**src/rtl/irq_ctrl.sv**
```systemverilog
// irq_ctrl: machine-mode interrupt controller (mstatus/mie/mip CSRs, MEI>MSI>MTI arbitration, trap req/ack)
module irq_ctrl #(
    parameter int EXT_SYNC_STAGES = 2,
    parameter int XLEN = 32
) (
    input  logic            clk,
    input  logic            rst_n,
    input  logic            timer_irq,
    input  logic            sw_irq,
    input  logic            ext_irq,
    input  logic            csr_rd_en,
    input  logic            csr_wr_en,
    input  logic [11:0]     csr_addr,
    input  logic [XLEN-1:0] csr_wr_data,
    output logic [XLEN-1:0] csr_rd_data,
    output logic            csr_hit,
    output logic            trap_req,
    output logic [XLEN-1:0] trap_cause,
    input  logic            trap_ack,
    input  logic            mret
);
    localparam logic [11:0] addr_mstatus = 12'h300;
    localparam logic [11:0] addr_mie = 12'h304;
    localparam logic [11:0] addr_mip = 12'h344;
    localparam logic [XLEN-1:0] ie_mask = XLEN'(12'h888);

    typedef enum logic [1:0] {IDLE, REQ, TRAP} state_t;

    state_t                     state, state_nx;
    logic [EXT_SYNC_STAGES-1:0] ext_sync;
    logic                       st_mie, st_mpie, mie_nx, mpie_nx;
    logic [11:0]                ie_q, mip, pending;
    logic [3:0]                 win_code;
    logic [XLEN-1:0]            cause_nx, rd_val;
    logic                       wr_mstatus, take_ack, latched_pending, owned;

    assign mip = {ext_sync[EXT_SYNC_STAGES-1], 3'b0, timer_irq, 3'b0, sw_irq, 3'b0};
    assign pending = mip & ie_q;
    assign win_code = pending[11] ? 4'd11 : pending[3] ? 4'd3 : 4'd7;
    assign trap_req = state == REQ;
    assign take_ack = trap_req && trap_ack;
    assign wr_mstatus = csr_wr_en && csr_addr == addr_mstatus;
    assign latched_pending = trap_cause[3:0] == 4'd11 ? pending[11] :
                             trap_cause[3:0] == 4'd3  ? pending[3]  : pending[7];
    assign owned = csr_addr == addr_mstatus || csr_addr == addr_mie || csr_addr == addr_mip;
    assign rd_val = csr_addr == addr_mstatus ? XLEN'({st_mpie, 3'b0, st_mie, 3'b0}) :
                    csr_addr == addr_mie     ? XLEN'(ie_q) :
                    csr_addr == addr_mip     ? XLEN'(mip)  : '0;

    // trap FSM: arbitrate in IDLE, hold the latched cause in REQ, wait for mret in TRAP
    always_comb begin
        state_nx = state;
        cause_nx = trap_cause;
        case (state)
            IDLE: if (st_mie && |pending) begin
                state_nx = REQ;
                cause_nx = {1'b1, {(XLEN-5){1'b0}}, win_code};
            end
            REQ: state_nx = trap_ack ? TRAP : (!latched_pending || !st_mie) ? IDLE : REQ;
            TRAP: state_nx = mret ? IDLE : TRAP;
            default: state_nx = IDLE;
        endcase
    end

    // mstatus update order: trap entry, then mret, then software write
    always_comb begin
        mie_nx = take_ack ? 1'b0 : mret ? st_mpie : wr_mstatus ? csr_wr_data[3] : st_mie;
        mpie_nx = take_ack ? st_mie : mret ? 1'b1 : wr_mstatus ? csr_wr_data[7] : st_mpie;
    end

    // architectural state, trap cause and ext_irq synchroniser
    always_ff @(posedge clk) begin
        if (!rst_n) begin
            state <= IDLE;
            trap_cause <= '0;
            st_mie <= 1'b0;
            st_mpie <= 1'b0;
            ie_q <= '0;
            ext_sync <= '0;
        end else begin
            state <= state_nx;
            trap_cause <= cause_nx;
            st_mie <= mie_nx;
            st_mpie <= mpie_nx;
            ie_q <= (csr_wr_en && csr_addr == addr_mie) ? 12'(csr_wr_data & ie_mask) : ie_q;
            ext_sync <= {ext_sync[EXT_SYNC_STAGES-2:0], ext_irq};
        end
    end

    // registered CSR read port; data is zero unless a read was issued last cycle
    always_ff @(posedge clk) begin
        if (!rst_n) begin
            csr_rd_data <= '0;
            csr_hit <= 1'b0;
        end else begin
            csr_rd_data <= csr_rd_en ? rd_val : '0;
            csr_hit <= (csr_rd_en || csr_wr_en) && owned;
        end
    end
endmodule

```
**config.mk**
```make
export PLATFORM = sky130hd
export DESIGN_NAME = irq_ctrl
export DESIGN_NICKNAME = d
export VERILOG_FILES = /design/src/rtl/irq_ctrl.sv
export SDC_FILE = /design/constraint.sdc
export NUM_CORES = 1
export LEC_CHECK = 0
export CORE_MARGIN = 3
export CORE_UTILIZATION = 32
export DETAILED_ROUTE_END_ITERATION = 7
export PLACE_DENSITY = 0.95
export SLEW_MARGIN = 40
export SYNTH_ARGS = -nofsm -noshare
export SYNTH_HDL_FRONTEND = slang
export SYNTH_SLANG_ARGS = --single-unit
```
**constraint.sdc**
```tcl
create_clock -name clk -period 3.12 [get_ports clk]
set_input_delay 0.624 -clock clk [delete_from_list [all_inputs] [get_ports clk]]
set_output_delay 0.624 -clock clk [all_outputs]
set_load 0.01 [all_outputs]
```
# --- Yosys cells after proc, flatten, opt, wreduce, memory -nomap -nowiden ---
# Cells that the tools add are included.
word_totals:
  register_bits: 47
  in_bits: 53
  output_inout_bits: 66
  wordCells: 58
classes:
  eq_ne: 8
  mux: 17
  n_bitwise: 3
  n_reduce_logical: 20
op_table:
  columns: ["cell", "n"]
  rows:
  - ["$eq A12 B10 Y1 const B", 3]
  - ["$mux W12", 2]
  - ["$and A12 B12 Y12", 1]
  - ["$reduce_or A12 Y1", 1]
  - ["$mux W1", 8]
  - ["$mux W8", 1]
  - ["$mux W2", 3]
  - ["$pmux W2 S3", 1]
  - ["$logic_and A1 B1 Y1", 5]
  - ["$eq A4 B2 Y1 const B", 1]
  - ["$eq A4 B4 Y1 const B", 1]
  - ["$logic_or A1 B1 Y1", 4]
  - ["$mux W4", 1]
  - ["$reduce_and A2 Y1", 2]
  - ["$reduce_or A4 Y1", 1]
  - ["$mux W3", 1]
  - ["$reduce_bool A3 Y1", 1]
  - ["$reduce_or A3 Y1", 1]
  - ["$eq A2 B1 Y1 const B", 1]
  - ["$eq A2 B2 Y1 const B", 1]
  - ["$logic_not A1 Y1", 2]
  - ["$logic_not A2 Y1", 1]
  - ["$ne A2 B2 Y1 const B", 1]
  - ["$not A1 Y1", 2]
  - ["other kinds (2)", 2]

# --- Longest topological paths before layout ---
logic_depth:
  word_depth: 8
  depth_mapped: 6
  ltp_nobuf: 4

# --- Worst setup path after synthesis ---
# Ideal clock, no wire load.
synth_timing:
  path_type: "input -> register"
  from: "in csr_addr[11]"
  to: "reg ie_q[11]"
  setup_time_ps: 118
  arrival_time_ps: 1499
  path_slack_ps: 1503
  cell_stages: 5
  cell_sequence: "nor4_4 nand3_2 or2_1 buf_6 mux2i_1"
synth_via:
  elab_chain_len: 2
synth_rtl:
  columns: ["element", "line_no", "text"]
  rows:
  - ["from (decl)", "13", "input logic [11:0] csr_addr,"]
  - ["$eq A12 B10 Y1", "85", "ie_q <= (csr_wr_en && csr_addr == addr_mie) ? 12'(csr_wr_data & ie_mask) : ie_q;"]
  - ["$logic_and A1 B1 Y1", "85", null]
  - ["to (signal assigned)", "85", null]
  - ["to (decl)", "32", "logic [11:0] ie_q, mip, pending;"]
# Every way passes these cells.
# A chain may end at the register's enable or synchronous reset.

# --- Worst setup path after layout ---
layout_timing:
  from: "reg state[0]"
  to: "out trap_req"
layout_via:
  elab_chain_len: 1
layout_rtl:
  columns: ["element", "line_no", "text"]
  rows:
  - ["from (decl)", "29", "state_t state, state_nx;"]
  - ["from (signal assigned)", "81", "state <= state_nx;"]
  - ["$eq A2 B1 Y1", "40", "assign trap_req = state == REQ;"]
  - ["to (decl)", "17", "output logic trap_req,"]
# Every way passes these cells.

==> impl_metrics.toml <==
[cts]
ctsHoldBuffers = 0
cts_made_buffers = 3
cts.htree.levels = 1
clock_latency_ns = 0.24
post_cts_buffers = 0
cts_sinks = 16
clk_pin_slew_ns = 0.06
cts.repair.resized = 0
cts-root-buf = "clkbuf_8"
clock_path_buffers = 2
cts_tree = "done"

[global_route]
grt_use_total = 0.08787
antenna_found_initial = 0
gr-total-overflow = 0
grt_pass1_vias = 720
grt_pass1_wl_microns = 3070
grt_max_degree = 18

[final_layout]
nFillCells = 368
area_growth_pct = 14.42
drive_gt1_frac = 0.04571
nets = 230
diodes = 0
final_core_util = 0.4005

[timing]
setup_tns_ns = 0
finalSetupViolCount = 0
post-route-period-util = 0.6887
drv_slew = 0
max_slew_margin = 0.6267
timing.fmax_mhz = 465.4
period_needed_ns = 2.149
hold_viol = 0
skew_ns = 0.002387
setup_ws_ns = 0.9713
tightest_slew_ns = 0.5582
rsz0062_at_grt = "false"

[routing]
drc = 0
ant_nets = 0
drt_iter0_drc = 31
wl_per_cell_microns = 9.864
wl_microns = 2180
vias = 855
drt-pass1-iter-count = 4
viasPerCell = 3.869

[synthesis]
syn-instance-count = 146
syn_avg_cell_area_sq_um = 8.441
synth_edf_count = 0
synthesis.area_sq_mm = 0.001232
synthFlopType = "dfxtp_1"
yosysSeqAreaShare = 0.2599
synth-warning-count = 0
synthArstFlopShare = 0
ys_types = 32
ys_ff_latch = 16

[worst_setup_path]
cp_cell_sequence = "nor2b_1 > clkdlybuf4s50_1"
end_kind = "output port"
max_stage_delay_ns = 0.59
critical_path_required_ns = 2.50
critical_path.startpoint_type = "register"
critical_path_class = "reg2out"
crit_fanout = 4
crit_arrival_ns = 1.52
worst_path_max_delay_cell = "clkdlybuf4s50_1"

[run_status]
status = "finished clean"

[flow_run]
maxCapViolations = 0

[die]
fp.coreArea_sq_mm = 0.003521
io_pins = 119
die_y_microns = 68.06
start_util = 0.3500
rows = 21
die_area_sq_mm = 0.004632
dieWidth_microns = 68.06

[pwr]
ir_worst_vdd_v = 0.0001850
p_leak_nw = 0.5849
power_density_mw_per_mm2 = 314.4

[place]
dp.final_hpwl_microns = 1830
gp_congestion = 0.7810
port_buffers = 33
dpl_worst_slack_ns = 0.9348

[min_path]
min_path_type = "reg2reg"
[cell type report]
| cell class | count | area, sq um | area share |
|---|---|---|---|
| multi-input combinational | 118 | 641.9 | 0.4552 |
| timing repair buffer | 33 | 330.3 | 0.2343 |
| sequential | 16 | 320.3 | 0.2272 |
| tap | 46 | 57.56 | 0.04082 |
| clock buffer | 3 | 41.29 | 0.02928 |
| inverter | 5 | 18.77 | 0.01331 |
[power breakdown]
| part | total (mW) | internal, mW | switching (mW) |
|---|---|---|---|
| combinational | 0.0848 | 0.0341 | 0.0507 |
| clock | 0.149 | 0.0854 | 0.0634 |
| sequential | 0.210 | 0.207 | 0.00235 |
[state kept, by name (all words and copies together) (netlist names)]
signal,count
csr_rd_data,3
ie_q,3
trap_cause,3
ext_sync,2
state,2
csr_hit,1
st_mie,1
st_mpie,1
[synth_stat cells, types with 2 or more instances]
library cell	count	area, sq um
nor3b_1	3	22.52
buf_4	58	435.4
nor4b_1	2	17.52
clkbuf_1	3	11.26
inv_1	5	18.77
nand3_1	4	20.02
o21a_1	2	15.01
nor4_1	2	12.51
nor2b_1	3	18.77
dfxtp_1	16	320.3
a31oi_1	2	12.51
nand2b_1	2	12.51
nor2_1	5	18.77
o21ai_0	2	10.01
mux2i_1	6	60.06
nor3_1	4	20.02
and2_1	3	18.77
nand2_1	10	37.54
[path summary, 6_finish.rpt]
kind / from / endpoint / slack (ns) / cells past startpoint
setup / recovery: state[0] / trap_req / 0.97 / 2
hold / removal: ext_sync[0] / ext_sync[1] / 0.43 / 1
setup reg to reg: ie_q[11] / trap_cause[2] / 1.71 / 4
hold reg to reg: ext_sync[0] / ext_sync[1] / 0.43 / 1
[metal layers]
layer,vias up,global-route usage,part of all wire
met2,48,0.1516,0.49
li1,430,-,-
met5,-,0,0
met4,0,0.01489,0
met1,377,0.09773,0.39
met3,0,0.04433,0.12
[cells in the final DEF (no fill, tap or decap), drive strengths merged]
| cell | Yosys | final |
|---|---|---|
| mux2i | 6 | 6 |
| a41oi | 1 | 1 |
| or2 | 1 | 1 |
| a21oi | 1 | 1 |
| and4bb | 1 | 1 |
| nor2b | 3 | 3 |
| nand3 | 5 | 5 |
| clkdlybuf4s50 | 0 | 33 |
| a22oi | 1 | 1 |
| nand4 | 1 | 1 |
| nand2 | 10 | 10 |
| clkbuf | 3 | 3 |
| nor4b | 2 | 2 |
| nand2b | 2 | 2 |
| nor2 | 5 | 5 |
| nor3 | 4 | 4 |
| a2111oi | 1 | 1 |
| and2 | 3 | 3 |
| o21ai | 2 | 2 |
| nor3b | 3 | 3 |
| dfxtp | 16 | 16 |
| a21boi | 1 | 1 |
| o2111ai | 1 | 1 |
| inv | 5 | 5 |
| conb | 1 | 56 |
| o21a | 2 | 2 |
| o221ai | 1 | 1 |
| nor4 | 3 | 3 |
| a31oi | 2 | 2 |
[cell families (layout without fill, tap and decap cells)]
family | Yosys count | count (layout) | synth area share
buf+inv | 67 | 41 | 0.3868
simple gates | 43 | 43 | 0.2071
compound gates | 13 | 13 | 0.09441
other cells | 1 | 56 | 0.003043
mux | 6 | 6 | 0.04873
flops | 16 | 16 | 0.2599
[stage by stage]
step           instances  cell area (sq um)  hold WS (ns)  power, mW
5_1_grt              221               1410        0.4554     0.4685
3_5_place_dp         218               1369        0.4223     0.2972
4_1_cts              221               1410        0.4369     0.4483
3_3_place_gp         218               1369        0.4152     0.2963
6_report             221               1410        0.4335     0.4434
2_1_floorplan        201               1439        0.4119     0.3130
[worst max-delay path: cells and delay by family (launching register included)]
| kind | cells | cell delay (ns) |
|---|---|---|
| and+or+nand+nor | 1 | 0.29 |
| buffers and inverters | 1 | 0.59 |
| DFF | 1 | 0.40 |
Note: power is estimated with default switching activity, not from simulation.
